$ cat src/rtl/crc12_check.sv
// CRC-12 (poly 0x80F) frame checker: accumulates 32-bit data words, compares against a trailing CRC word.
// Optional saturating error counter output err_count when CRC12_CHECK_ERR_CNT_EN is defined.
module crc12_check #(
    parameter int CNT_W = 16
) (
    input  logic             clk,
    input  logic             rst,
    input  logic [31:0]      in_data,
    input  logic             in_valid,
    input  logic             in_last,
    output logic             in_ready,
    output logic             res_valid,
    input  logic             res_ready,
    output logic             res_ok,
    output logic [11:0]      res_crc,
    output logic [CNT_W-1:0] res_count
`ifdef CRC12_CHECK_ERR_CNT_EN
    ,
    output logic [CNT_W-1:0] err_count
`endif
);

    localparam logic [11:0]      POLY    = 12'h80F;
    localparam logic [CNT_W-1:0] CNT_MAX = '1;

    typedef enum logic [1:0] {
        IDLE,
        ACCUM,
        REPORT
    } state_t;

    state_t           state_q, state_d;
    logic [11:0]      crc_q, crc_d;
    logic [CNT_W-1:0] cnt_q, cnt_d;
    logic [11:0]      rcrc_q, rcrc_d;
    logic [CNT_W-1:0] rcnt_q, rcnt_d;
    logic             rok_q, rok_d;
    logic [11:0]      crc_next;
    logic             accept;

    // Full 32-bit word folded into the CRC in one cycle, bit 31 first.
    function automatic logic [11:0] crc12_word(input logic [11:0] crc, input logic [31:0] data);
        logic [11:0] c;
        logic        fb;
        c = crc;
        for (int unsigned i = 0; i < 32; i++) begin
            fb = c[11] ^ data[5'(31 - i)];
            c  = {c[10:0], 1'b0};
            if (fb) begin
                c = c ^ POLY;
            end
        end
        return c;
    endfunction

    assign crc_next = crc12_word(crc_q, in_data);
    assign in_ready = !rst && (state_q != REPORT);
    assign accept   = in_valid && in_ready;

    always_comb begin
        state_d = state_q;
        crc_d   = crc_q;
        cnt_d   = cnt_q;
        rcrc_d  = rcrc_q;
        rcnt_d  = rcnt_q;
        rok_d   = rok_q;
        case (state_q)
            // Running CRC/count are zero in IDLE, so an empty frame shares the ACCUM path.
            IDLE, ACCUM: begin
                if (accept) begin
                    if (in_last) begin
                        rcrc_d  = crc_q;
                        rcnt_d  = cnt_q;
                        rok_d   = (crc_q == in_data[11:0]);
                        crc_d   = '0;
                        cnt_d   = '0;
                        state_d = REPORT;
                    end else begin
                        crc_d   = crc_next;
                        cnt_d   = (cnt_q == CNT_MAX) ? cnt_q : cnt_q + CNT_W'(1);
                        state_d = ACCUM;
                    end
                end
            end
            REPORT: begin
                if (res_ready) begin
                    rcrc_d  = '0;
                    rcnt_d  = '0;
                    rok_d   = 1'b0;
                    state_d = IDLE;
                end
            end
            default: state_d = IDLE;
        endcase
    end

    always_ff @(posedge clk) begin
        if (rst) begin
            state_q <= IDLE;
            crc_q   <= '0;
            cnt_q   <= '0;
            rcrc_q  <= '0;
            rcnt_q  <= '0;
            rok_q   <= 1'b0;
        end else begin
            state_q <= state_d;
            crc_q   <= crc_d;
            cnt_q   <= cnt_d;
            rcrc_q  <= rcrc_d;
            rcnt_q  <= rcnt_d;
            rok_q   <= rok_d;
        end
    end

    // Result registers are cleared on handshake, so they already read zero outside REPORT.
    assign res_valid = (state_q == REPORT);
    assign res_ok    = rok_q;
    assign res_crc   = rcrc_q;
    assign res_count = rcnt_q;

`ifdef CRC12_CHECK_ERR_CNT_EN
    logic [CNT_W-1:0] err_q, err_d;

    always_comb begin
        err_d = err_q;
        if ((state_q == REPORT) && res_ready && !rok_q && (err_q != CNT_MAX)) begin
            err_d = err_q + CNT_W'(1);
        end
    end

    always_ff @(posedge clk) begin
        if (rst) begin
            err_q <= '0;
        end else begin
            err_q <= err_d;
        end
    end

    assign err_count = err_q;
`endif

endmodule

$ cat config.mk
export PLATFORM = sky130hd
export DESIGN_NAME = crc12_check
export DESIGN_NICKNAME = d
export VERILOG_FILES = /design/src/rtl/crc12_check.sv
export SDC_FILE = /design/constraint.sdc
export NUM_CORES = 1
export LEC_CHECK = 0
export BUFFER_PORTS_ARGS = -buffer_cell sky130_fd_sc_hd__buf_2
export CORE_MARGIN = 4
export CORE_UTILIZATION = 54
export CTS_CLUSTER_SIZE = 28
export DETAILED_ROUTE_END_ITERATION = 10
export GPL_TIMING_DRIVEN = 0
export PLACE_DENSITY_LB_ADDON = 0.1
export SYNTH_ARGS = -nofsm -noshare
export SYNTH_HDL_FRONTEND = slang
export SYNTH_SLANG_ARGS = --single-unit
$ cat constraint.sdc
create_clock -name clk -period 2.9 [get_ports clk]
set_input_delay 0.145 -clock clk [delete_from_list [all_inputs] [get_ports clk]]
set_output_delay 0.145 -clock clk [all_outputs]
set_load 0.03 [all_outputs]
==> results of run 1 <==
## per-stage QoR
stage	power (mW)	hold slack (ns)
after global placement	2.17	0.450
after floorplan	1.95	0.323
after detailed placement	2.20	0.453
after global routing	3.02	0.192
after CTS	2.88	0.159
final	2.87	0.172
## cell type report
type,instances,area share
sequential,59,0.315
inverter,4,0.00401
multi-input combinational,227,0.507
tap,72,0.0241
clock inverter,5,0.0100
timing repair buffer,64,0.0855
clock buffer,11,0.0404
buffer,14,0.0140
## cell usage in the layout (no fill, tap or decap), types with 2 or more instances in the layout
master      synthesis  layout
clkbuf_1           14      14
dfxtp_1            59      59
nand3_1             4       4
nor2_1             29      29
nor3_1             10      10
clkinv_4            0       2
buf_2               0      64
nor4_1              5       5
or3_1               2       2
a22o_1             31      31
a21oi_1             7       7
clkinvlp_4          0       2
nand2_1            12      12
xor2_1             17      17
xnor2_1            61      61
nand4_1             4       4
clkbuf_8            0      11
nor2b_1             3       3
o21ai_0             4       4
a22oi_1             6       6
inv_1               4       4
xor3_1              2       2
and3_1              2       2
xnor3_1            15      15
## critical path, cell delays in order (launching register included)
cell and delay [ns]:
dfxtp_1 0.42, xnor3_1 0.52, xnor3_1 0.46, xnor3_1 0.48
or2_2 0.32, a32oi_1 0.19, nor2_1 0.06
## worst max-delay path by stage
stage / startpoint / to
final: crc_q[1] / crc_q[4]
after global routing: crc_q[1] / crc_q[4]
after CTS: crc_q[1] / crc_q[4]
after detailed placement: crc_q[1] / crc_q[4]
after global placement: crc_q[1] / crc_q[4]
after floorplan: crc_q[1] / crc_q[4]
## cell families after synthesis
kind of cell | Yosys count
xor gates and xnor gates | 97
buffers and inverters | 18
AOI/OAI and AO/OA | 53
DFF | 59
and+or+nand+nor | 75
muxes | 1
adders and majority gates | 1
## sequential cells by signal, summed over array words and instances, names as in the netlist
register / count
res_count: 16
cnt_q: 16
state_q: 2
res_crc: 12
res_ok: 1
crc_q: 12
## power by group through the flow
stage / sequential [mW] / clock (mW) / combinational [mW]
floorplan: 0.914 / 0 / 1.04
global placement: 0.916 / 0 / 1.25
detailed placement: 0.918 / 0 / 1.28
CTS: 0.900 / 0.698 / 1.29
global route: 0.905 / 0.744 / 1.37
finish: 0.900 / 0.686 / 1.28
## layer usage
metal	vias up	routed length, um	track usage
met5	-	0	0
li1	1216	-	-
met3	20	307	0.0491
met2	71	3660	0.379
met1	1155	3030	0.241
met4	0	200	0.102
==> results.ini, run 1 <==
[status]
outcome=finished, final reports clean

[logic_synthesis]
synth_nets=342
synth_top_family_by_area=XOR/XNOR gates
synth_top_cell_area_share=0.375
syn_area_sq_mm=0.00315
synth_xor_area_frac=0.353
synth_simple_gate_area_share=0.112
syn_inst=304
synth_cell_types=33
synthArstFlopShare=0
syn_avg_cell_area_sq_um=10.3
synth_edf_count=0
ys_ff_latch=59
ys_seq_area_frac=0.375
synth_commonest_cells=xnor2_1 (61), dfxtp_1 (59), a22o_1 (31), nor2_1 (29), xor2_1 (17)
yosys_warnings=0
yosysMostFrequentCell=xnor2_1
synth_compound_area_frac=0.131
synthAdderAreaFrac=0.00398
synth_flop_cell=dfxtp_1
synth_largest_area_cell=dfxtp_1
synth_mux_area_frac=0.00318
ys_top_cells_by_area=dfxtp_1 (38%), xnor2_1 (17%), xnor3_1 (11%), a22o_1 (8.6%), xor2_1 (4.7%)

[route]
finalWirelength_um=7200
drtIter0Drc=101
drc=0
ant_nets=0
vias=2462
routedWlPerCell_um=15.8
vias_per_cell=5.40
firstDrtPassIters=4

[timing]
fin_crit_ns=2.58
slew_headroom=0.439
slew_viol_final=0
worst_slack_ns=0.324
hold_viol_final=0
fmax_mhz=388
setup_tns_ns=0
clock_skew_ns=0.0111
min_period_over_period=0.888
setup_viol_count_final=0
rsz0062_at_grt=false
worst_slew_pin_slew_ns=0.841

[global_route]
grt_max_degree=12
track_usage=0.214
antenna_found_initial=0
gr-total-overflow=0
grt_pass1_wl_um=12100
grt_pass1_vias=2558

[place]
gp_congestion=0.899
placed_area_sq_mm=0.00356
port_buffers=64
post-place-ws_ns=0.348
post-place-cells=440
dp_hpwl_um=5580

[min_path]
whs_path_depth=4
holdCritStartpoint=res_ready
hold_class=in -> reg
worst_hold_path.endpoint=state_q[1]

[power]
p_per_area_mw_per_mm2=766
p_switching_uw=959
p_leak_nw=1.62
switching_share=0.334
internal_power_mw=1.91
combPwrFrac=0.447
p_seq_frac=0.314
clockPowerShare=0.239
vdd_drop_max_mv=0.804

[floorplanning]
die_height_um=84.3
fp.dieArea_sq_mm=0.00711
die_w_um=84.3
rows=27
ioPinCount=68
start_util=0.564
coreArea_sq_mm=0.00557

[worst_setup_path]
crit_arrival_ns=2.79
end_kind=register
critPathMaxFanout=4
r2r_end=crc_q[4]
worstPathRequired_ns=3.11
path_class=reg -> reg
worstRegToRegCells=6
cp-start-kind=register
r2r_slack_ns=0.32
reg2reg_from=crc_q[1]

[final_layout]
layout.cells.non_filler=456
postLayoutCoreUtil=0.672
regArea_sq_mm=0.00118
multi_input_area_sq_mm=0.00190
drive_gt1_frac=0.216
final_area_sq_mm=0.00374
insertedDiodeCount=0
area_growth_pct=19.1
nFillCells=469
final_nets=417

[clocking]
path_clk_slew_ns=0.06
cts_resized=0
clk_path_buf_depth=2
insertion_delay_ns=0.34
h-tree-depth=3
numCtsBuffers=9
postCtsHoldBufs=0
ctsRootBufferMaster=clkbuf_8
clock_sinks=59
post_cts_buffers=0
cts_tree=done

[job]
max_cap_viol_count=0

Power figures use the tool's default switching activity.
==> inputs of run 2 (changes only) <==
Settings changed: BUFFER_PORTS_ARGS -buffer_cell sky130_fd_sc_hd__buf_2 to -buffer_cell sky130_fd_sc_hd__buf_4.
==> results.ini, run 2 (synthesis results as in run 1) <==
[status]
outcome=finished, final reports clean  ; unchanged

[route]
firstDrtPassIters=4  ; unchanged
vias_per_cell=5.46  ; was 5.40
drtIter0Drc=80  ; was 101
finalWirelength_um=7220  ; was 7200 um
vias=2491  ; was 2462
drc=0  ; unchanged
ant_nets=0  ; unchanged
routedWlPerCell_um=15.8  ; about the same

[floorplanning]
fp.dieArea_sq_mm=0.00711  ; unchanged
start_util=0.564  ; unchanged
ioPinCount=68  ; unchanged
die_w_um=84.3  ; unchanged
coreArea_sq_mm=0.00557  ; unchanged
die_height_um=84.3  ; unchanged
rows=27  ; unchanged

[power]
p_leak_nw=1.64  ; was 1.62 nW
vdd_drop_max_mv=0.877  ; was 0.804 mV
p_per_area_mw_per_mm2=743  ; was 766 mW/mm^2
p_total_mw=2.91  ; was 2.87 mW

[worst_setup_path]
reg2reg_from=crc_q[1]  ; unchanged
crit_start=crc_q[1]  ; unchanged
critPathCapture=crc_q[4]  ; unchanged
worstRegToRegCells=6  ; unchanged
critPathMaxFanout=4  ; unchanged
r2r_slack_ns=0.33  ; was 0.32 ns
crit_arrival_ns=2.77  ; was 2.79 ns
path_class=reg -> reg  ; unchanged
r2r_end=crc_q[4]  ; unchanged
worstPathRequired_ns=3.10  ; was 3.11 ns
end_kind=register  ; unchanged
cp-start-kind=register  ; unchanged

[timing]
hold_viol_final=0  ; unchanged
fmax_mhz=390  ; was 388 MHz
slew_viol_final=0  ; unchanged
clock_skew_ns=0.00826  ; was 0.0111 ns
fin_crit_ns=2.57  ; was 2.58 ns
min_period_over_period=0.885  ; was 0.888
setup_tns_ns=0  ; unchanged
setup_viol_count_final=0  ; unchanged
worst_slew_pin_slew_ns=0.818  ; was 0.841 ns
rsz0062_at_grt=false  ; unchanged
slew_headroom=0.455  ; was 0.439
fin_hold_ws_ns=0.146  ; was 0.172 ns

[place]
placed_area_sq_mm=0.00372  ; was 0.00356 sq mm
dp_hpwl_um=5630  ; was 5580 um
port_buffers=64  ; unchanged
gp_congestion=0.883  ; was 0.899

[clocking]
clk_path_buf_depth=2  ; unchanged
postCtsHoldBufs=0  ; unchanged
numCtsBuffers=9  ; unchanged
insertion_delay_ns=0.33  ; was 0.34 ns
cts_tree=done  ; unchanged
cts_resized=0  ; unchanged
post_cts_buffers=0  ; unchanged
ctsRootBufferMaster=clkbuf_8  ; unchanged
h-tree-depth=3  ; unchanged
clock_sinks=59  ; unchanged
path_clk_slew_ns=0.07  ; was 0.06 ns

[global_route]
grt_max_degree=13  ; was 12
grt_pass1_wl_um=12000  ; was 12100 um
grt_pass1_vias=2536  ; was 2558
gr-total-overflow=0  ; unchanged
antenna_found_initial=0  ; unchanged
track_usage=0.211  ; was 0.214

[final_layout]
insertedDiodeCount=0  ; unchanged
final_cell_mix=buf_4 (64), xnor2_1 (61), dfxtp_1 (59)  ; was buf_2 (64), xnor2_1 (61), dfxtp_1 (59)
drive_gt1_frac=0.216  ; unchanged
final_area_sq_mm=0.00392  ; was 0.00374 sq mm
final_common_cell=buf_4  ; was buf_2
nFillCells=453  ; was 469
area_growth_pct=24.5  ; was 19.1%
final_nets=417  ; unchanged

[min_path]
hold_class=in -> reg  ; unchanged

[job]
max_cap_viol_count=0  ; unchanged

-- run 2: cell count changes in the layout (fill, tap and decap cells not counted), sizes merged --
| cell | change |
|---|---|
| bufinv | +1 |
| clkbuf | -2 |
| inv | +1 |
-- run 2: final cells by class --
| class | count | area, sq um | share of cell area |
|---|---|---|---|
| multi-input cells | 227 | 1900 | 0.484 |
| flip-flops and latches | 59 | 1180 | 0.302 |
| repair buffers | 64 | 480 | 0.123 |
| clock buffers | 9 | 124 | 0.0316 |
| well taps | 72 | 90.1 | 0.0230 |
| clock inverters | 7 | 76.3 | 0.0195 |
| plain buffers | 14 | 52.6 | 0.0134 |
| inverters | 4 | 15.0 | 0.00383 |
-- run 2: stage by stage --
stage / util / setup WS [ns] / instances
after detailed placement: 0.667 / 0.346 / 440
after CTS: 0.703 / 0.338 / 456
after global placement: 0.667 / 0.374 / 440
after floorplan: - / 0.622 / 304
after global routing: 0.703 / 0.260 / 456
final: 0.703 / 0.334 / 456
-- run 2: worst min-delay path by stage --
stage	from	end	cells after the start
floorplan	res_ready	state_q[1]	3
global placement	res_count[7]	res_count[7]	1
global route	in_valid	state_q[0]	3
CTS	res_ready	state_q[1]	4
detailed placement	res_crc[6]	res_crc[6]	1
finish	res_ready	state_q[1]	4
-- run 2: worst max-delay path, cell delays in order, from the launching register on --
cell and delay [ns]:
dfxtp_1 0.43, xnor3_1 0.52, xnor3_1 0.45, xnor3_1 0.48, or2_2 0.31, a32oi_1 0.19
nor2_1 0.05
-- run 2: layer usage --
metal / global-route usage / vias up / part of all wire
met5: 0 / - / 0
met4: 0.0833 / 0 / 0.020
met3: 0.0608 / 16 / 0.049
met2: 0.378 / 62 / 0.53
met1: 0.233 / 1196 / 0.40
li1: - / 1217 / -
-- run 2: where the power goes --
part           internal, mW  switching, mW  leakage (nW)  total, mW
clock                 0.400          0.344        0.0958      0.745
combinational         0.720          0.546          1.07       1.27
sequential            0.848         0.0524         0.477      0.901
